### config.mk
export PLATFORM = sky130hd
export DESIGN_NAME = debounce
export DESIGN_NICKNAME = d
export VERILOG_FILES = /design/src/rtl/sync2.sv /design/src/rtl/debounce.sv
export SDC_FILE = /design/constraint.sdc
export NUM_CORES = 1
export LEC_CHECK = 0
export ABC_AREA = 1
export CAP_MARGIN = 20
export CORE_AREA = 4 4 41 43
export DETAILED_ROUTE_END_ITERATION = 7
export DIE_AREA = 0 0 45 47
export GPL_TIMING_DRIVEN = 0
export SETUP_SLACK_MARGIN = 0.05
export SLEW_MARGIN = 0
export SYNTH_ARGS = -nofsm -noshare
export SYNTH_HDL_FRONTEND = slang
export SYNTH_SLANG_ARGS = --single-unit
### constraint.sdc
create_clock -name clock -period 1 [get_ports clock]
set_input_delay 0.25 -clock clock [delete_from_list [all_inputs] [get_ports clock]]
set_output_delay 0.25 -clock clock [all_outputs]
set_load 0.01 [all_outputs]
### src/rtl/sync2.sv
// rtl/sync2.sv - two-flop synchroniser for a single asynchronous input bit
`ifndef SYNC2_SV
`define SYNC2_SV

module sync2 #(
  parameter logic INIT = 1'b0
) (
  input  logic clock,
  input  logic reset,
  input  logic d,
  output logic q
);

  logic meta;

  always_ff @(posedge clock or negedge reset) begin
    if (!reset) begin
      meta <= INIT;
      q    <= INIT;
    end else begin
      meta <= d;
      q    <= meta;
    end
  end

endmodule

`endif

### src/rtl/debounce.sv
// rtl/debounce.sv - tick-sampled debouncer: accepts a new level after N consecutive ticks
module debounce #(
  parameter int   W    = 4,
  parameter int   N    = 8,
  parameter logic INIT = 1'b0
) (
  input  logic clock,
  input  logic reset,
  input  logic tick,
  input  logic in,
  output logic out,
  output logic rise,
  output logic fall
);

  localparam logic [W-1:0] LAST = W'(N - 1);

  generate
    if (N < 1 || N > (1 << W) - 1) begin : g_bad_params
      $error("debounce: N must lie in 1..2**W-1");
    end
  endgenerate

  logic         s;
  logic [W-1:0] count;

  sync2 #(.INIT(INIT)) u_sync (
    .clock (clock),
    .reset (reset),
    .d     (in),
    .q     (s)
  );

  // A run is pending whenever s differs from out; an agreeing tick discards it.
  always_ff @(posedge clock or negedge reset) begin
    if (!reset) begin
      out   <= INIT;
      count <= '0;
      rise  <= 1'b0;
      fall  <= 1'b0;
    end else begin
      rise <= 1'b0;
      fall <= 1'b0;
      if (tick) begin
        if (s == out) begin
          count <= '0;
        end else if (count == LAST) begin
          out   <= s;
          count <= '0;
          rise  <= s;
          fall  <= !s;
        end else begin
          count <= count + 1'b1;
        end
      end
    end
  end

endmodule

==> flow_metrics.py, run 1 <==
metrics = {
    "run_status": {
        "outcome": "complete, but fails checks",
        "violations": "negative setup slack",
    },
    "setup_path": {
        "crit_path_cell_trace": "ha_2 > nand2_2 > nor2_4 > nand2_2 > nand2_1 > nand2_1",
        "crit_family": "simple AND/OR/NAND/NOR gates",
        "cp_slowest_cell": "dfrtp_1",
        "endpoint_kind": "register",
        "startpoint_type": "register",
        "crit_type": "reg -> reg",
        "required_ns": 1.15,
        "critPathBufInv": 0,
        "critical_path.startpoint": "count[1]",
        "r2r-start": "count[1]",
        "arrival_ns": 1.20,
        "cp_max_fo": 3,
        "cpPeakStageDelay_ns": 0.36,
    },
    "synthesis": {
        "yosys_register_bits": 9,
        "synth_edf_count": 0,
        "netlist_area_sq_um": 405,
        "synth_warnings": 0,
        "ys.flop_type": "dfrtp_1",
        "postSynth.asyncResetShare_pct": 100,
        "synth_cell_types": 13,
        "synth_cells": 46,
        "synth.avg_cell_area_sq_um": 8.81,
        "synth_nets": 51,
        "synth_seq_area_share_pct": 55.6,
    },
    "clock_tree": {
        "clk_pin_slew_ns": 0.06,
        "cts_tree": "built",
        "clock_latency_ns": 0.25,
        "htree_num_levels": 1,
        "clockBufferDepth": 2,
        "cts_hold_buffers": 0,
        "root_buffer": "clkbuf_4",
        "cts_buffers": 3,
        "clock-sinks": 9,
    },
    "grt": {
        "grtUsageTotal_pct": 8.71,
        "grt_antenna_before_repair": 0,
        "grt_overflow": 0,
        "grt_max_degree": 10,
        "grt_first_pass_wirelength_um": 1260,
        "grt_pass1_vias": 319,
    },
    "timing": {
        "rsz0062_at_grt": "true",
        "final.period_utilization_pct": 105,
        "fin_crit_ns": 1.05,
        "slew_violations": 0,
        "max_slew.worst_pin.slew_ns": 0.413,
        "clock_skew_ns": 0.00449,
        "hold_ws_ns": 0.291,
        "setup_violations": 6,
        "slew_headroom_pct": 72.4,
        "hold_viol_final": 0,
        "fin_ws_ns": -0.0504,
        "max_freq_mhz": 952,
    },
    "drt": {
        "wl_um": 781,
        "dr.pass1.iters": 4,
        "drt_iter0_drc": 6,
        "avgViaCountPerCell": 4.16,
        "wl_per_cell_um": 10.1,
        "antenna_left": 0,
        "vias": 320,
        "drc": 0,
    },
    "floorplan": {
        "dieArea_sq_mm": 0.00212,
        "core_sq_mm": 0.00130,
        "fp.dieH_um": 47,
        "ios": 7,
        "initial_utilization_pct": 31.2,
        "die_w_um": 45,
        "fp-row-count": 13,
    },
    "power_and_ir_drop": {
        "peakVddDrop_uv": 624,
        "p_per_area_mw_per_mm2": 1390,
        "p_leak_nw": 0.305,
    },
    "job": {
        "maxCapViolations": 0,
    },
    "placed_design": {
        "dp_hpwl_um": 505,
        "dpl_cell_area_sq_um": 487,
        "io_buffers": 6,
        "gp_congestion": 0.705,
        "dpl_worst_slack_ns": -0.265,
        "dp_cells": 67,
    },
    "cells_and_area": {
        "post-route-cell-area_sq_um": 578,
        "n_antenna_cell": 0,
        "nets": 68,
        "area_growth_pct": 42.6,
        "fillerInstances": 123,
        "mostFrequentLayoutCells": "15 x nand2_1, 8 x dfrtp_1, 6 x inv_1",
        "final_cells": 77,
        "drive_above_1_share_pct": 38.7,
        "layout_commonest_cell": "nand2_1",
    },
    "min_path": {
        "hp-class": "in -> async",
    },
}
cell type report:
type | count | area, sq um | area share (%)
clock buffers | 4 | 26.3 | 4.55
inverters | 6 | 22.5 | 3.90
multi-input cells | 31 | 190 | 32.9
flip-flops and latches | 9 | 226 | 39.2
well taps | 15 | 18.8 | 3.25
repair buffers | 12 | 93.8 | 16.2
logic make-up (layout without fill, tap and decap cells):
family,Yosys count,count (layout),synth area share [%]
buf+inv,6,22,5.56
compound gates,1,1,1.23
fa+ha+maj,1,1,3.09
simple gates,28,28,32.4
xor+xnor,1,1,2.16
flops,9,9,55.6
state kept, by name, indices dropped and copies added (netlist names):
| signal | flops |
|---|---|
| u_sync.q | 1 |
| fall | 1 |
| out | 1 |
| u_sync.meta | 1 |
| rise | 1 |
| count | 4 |
repair_timing:
action / CTS / global route
cloned: 0 / 0
resized for setup: 21 / 1
pin swaps: 5 / 5
buffers inserted: 3 / 3
setup endpoints to repair: 9 / 10
worst reg2reg max path, delay by kind of cell (launching register included):
kind	cells	cell delay, ns
flip-flops	1	0.36
AND/OR/NAND/NOR	5	0.39
adder cells (fa/ha/maj)	1	0.19
final timing paths:
path	to	slack, ns	cells past startpoint
hold reg to reg	u_sync.q	0.35	0
max in group asynchronous	u_sync.q	0.39	1
min in group clock	u_sync.q	0.35	0
setup reg to reg	out	-0.05	6
hold / removal	count[0]	0.29	1
setup / recovery	out	-0.05	6
per-stage QoR:
step | utilization, % | total power [W] | TNS, ns
3_5_place_dp | 37.4 | 0.000487 | -1.58
5_1_grt | 44.4 | 0.000852 | -0.645
2_1_floorplan | - | 0.000452 | -0.0121
3_3_place_gp | 37.4 | 0.000484 | -1.61
6_report | 44.4 | 0.000801 | -0.176
4_1_cts | 42.5 | 0.000799 | -0.0847
metal layers:
metal  global-route usage [%]  vias to the layer above  share of wire (%)
li1                         -                      172                  -
met1                     10.1                      140                 47
met2                     12.7                        6                 45
met3                     2.30                        2                5.9
met4                     8.77                        0                1.7
met5                        0                        -                  0
cell usage after synthesis, types with 2 or more instances:
library cell | n | area [sq um]
dfrtp_1 | 9 | 225
nand3_1 | 2 | 10.0
nor2_2 | 2 | 12.5
nand2_1 | 18 | 67.6
nor2_1 | 2 | 7.51
inv_1 | 6 | 22.5
report_power, final:
group | switching [W] | total [W] | internal [W] | leakage (nW)
clock network | 0.000118 | 0.000271 | 0.000153 | 0.0150
registers | 0.0000187 | 0.000403 | 0.000385 | 0.118
logic | 0.0000582 | 0.000127 | 0.0000683 | 0.172
total | 0.000195 | 0.000801 | 0.000606 | 0.305
(Power assumes the default switching activity.)
==> run 2: changes to the inputs <==
- PLACE_DENSITY_LB_ADDON: unset -> 0.2
==> run 2 against run 1 <==
  * Non-clock buffer count shrank 2
  * Critical endpoint is now out
  * Die area is the same
  * Flip-flop and latch count is the same
  * Clock skew shrank 0.0013 ns
  * The run still ends with negative setup slack left
  * Clock-buffer cell count is the same
  * Utilization grew 0.19 points
  * Via count grew 1.6%
  * First-iteration DRC count shrank 17%
  * Routed wire length shrank 2.9%
  * Register-to-register slack is essentially flat
==> flow_metrics.py, run 2 (synthesis gave the netlist of run 1 again) <==
metrics = {
    "setup_path": {
        "required_ns": 0.75,
        "cp_max_fo": 2,
        "endpoint_kind": "output port",
        "cp_slowest_cell": "dfrtp_1",
        "r2r-start": "count[0]",
        "crit_family": "flip-flops",
        "startpoint_type": "register",
        "cpPeakStageDelay_ns": 0.39,
        "arrival_ns": 0.80,
        "crit_type": "reg -> out",
        "critical_path.startpoint": "out",
        "critPathBufInv": 1,
        "crit_path_cell_trace": "buf_2",
    },
    "drt": {
        "wl_per_cell_um": 10.1,
        "wl_um": 758,
        "avgViaCountPerCell": 4.33,
        "vias": 325,
        "antenna_left": 0,
        "dr.pass1.iters": 4,
        "drc": 0,
        "drt_iter0_drc": 5,
    },
    "cells_and_area": {
        "nets": 66,
        "mostFrequentLayoutCells": "14 x nand2_1, 8 x dfrtp_1, 6 x inv_1",
        "largest_reg_flops": 4,
        "area_growth_pct": 43.2,
        "fillerInstances": 132,
        "drive_above_1_share_pct": 38.3,
        "layout_commonest_cell": "nand2_1",
        "top_register": "count",
        "n_antenna_cell": 0,
    },
    "grt": {
        "grt_antenna_before_repair": 0,
        "use_met2_pct": 11.6,
        "grt_max_degree": 10,
        "grt_pass1_vias": 297,
        "grt_overflow": 0,
        "busiest_layer": "met4",
        "grtUsageTotal_pct": 9.58,
        "grtUsageMet3_pct": 3.45,
        "grtUsageMet1_pct": 11.5,
        "grt_first_pass_wirelength_um": 1300,
    },
    "floorplan": {
        "fp-row-count": 13,
        "dieArea_sq_mm": 0.00212,
        "ios": 7,
        "die_w_um": 45,
        "core_sq_mm": 0.00130,
        "initial_utilization_pct": 31.2,
        "fp.dieH_um": 47,
    },
    "timing": {
        "slew_violations": 0,
        "final.period_utilization_pct": 105,
        "fin_crit_ns": 1.05,
        "rsz0062_at_grt": "true",
        "setup_violations": 5,
        "hold_viol_final": 0,
        "slew_headroom_pct": 71.2,
        "max_slew.worst_pin.slew_ns": 0.430,
        "fin_ws_ns": -0.0476,
        "clock_skew_ns": 0.00317,
        "max_freq_mhz": 955,
    },
    "run_status": {
        "violations": "negative setup slack",
        "outcome": "complete, but fails checks",
    },
    "clock_tree": {
        "clockBufferDepth": 2,
        "cts_tree": "built",
        "clock-sinks": 9,
        "root_buffer": "clkbuf_4",
        "clk_pin_slew_ns": 0.06,
        "clock_latency_ns": 0.26,
        "htree_num_levels": 1,
        "cts_buffers": 3,
        "cts_hold_buffers": 0,
    },
    "power_and_ir_drop": {
        "p_total_w": 0.000814,
        "peakVddDrop_uv": 669,
        "p_leak_nw": 0.310,
        "p_per_area_mw_per_mm2": 1400,
    },
    "placed_design": {
        "dpl_worst_slack_ns": -0.263,
        "io_buffers": 6,
        "gp_congestion": 0.677,
        "dp_hpwl_um": 501,
    },
    "job": {
        "maxCapViolations": 0,
    },
    "min_path": {
        "hp-class": "in -> async",
    },
}
==> run 2: changes by cell type in the layout (fill, tap and decap cells not counted) <==
cell     previous run  this run
nand2_1            15        14
nand2_4             2         3
buf_4               5         3
ha_4                0         1
ha_2                1         0
==> run 2: path summary, 6_finish.rpt <==
check,end,slack (ns),cells after the start
max in group asynchronous,u_sync.q,0.39,1
hold reg to reg,u_sync.q,0.35,0
setup / recovery,out,-0.05,1
min in group clock,u_sync.q,0.35,0
hold / removal,count[1],0.29,1
setup reg to reg,out,-0.04,6
==> run 2: what timing repair did <==
action                                  CTS  global route
hold endpoints to repair                  0             0
endpoints found under the setup margin    9            10
gates resized for setup                  21             4
pin swaps                                 5             6
gates cloned                              0             0
setup buffers                             4             0
==> run 2: where the power goes <==
part           switching (W)  internal, W
Combinational      0.0000552    0.0000620
Clock               0.000133     0.000154
Sequential         0.0000251     0.000384
==> run 2: through the flow <==
step,TNS [ns],std cells,utilization (%),instance area [sq um],hold slack (ns)
2_1_floorplan,-0.0121,46,-,408,-0.0456
3_3_place_gp,-1.61,67,37.4,487,0.333
3_5_place_dp,-1.59,67,37.4,487,0.337
4_1_cts,-0.131,75,43.1,561,0.295
5_1_grt,-0.514,75,44.6,581,0.312
6_report,-0.141,75,44.6,581,0.288
==> run 2: metal layers <==
| layer | wire, um | up-vias |
|---|---|---|
| li1 | - | 167 |
| met1 | 360 | 144 |
| met2 | 313 | 9 |
| met3 | 44 | 5 |
| met4 | 40 | 0 |
| met5 | 0 | - |
==> run 2: layout make-up <==
cell class / count / area [sq um] / share of cell area, %
Tap cell: 15 / 18.8 / 3.23
Timing Repair Buffer: 10 / 78.8 / 13.6
Clock buffer: 4 / 26.3 / 4.53
Inverter: 6 / 22.5 / 3.88
Multi-Input combinational cell: 31 / 208 / 35.8
Sequential cell: 9 / 226 / 39.0
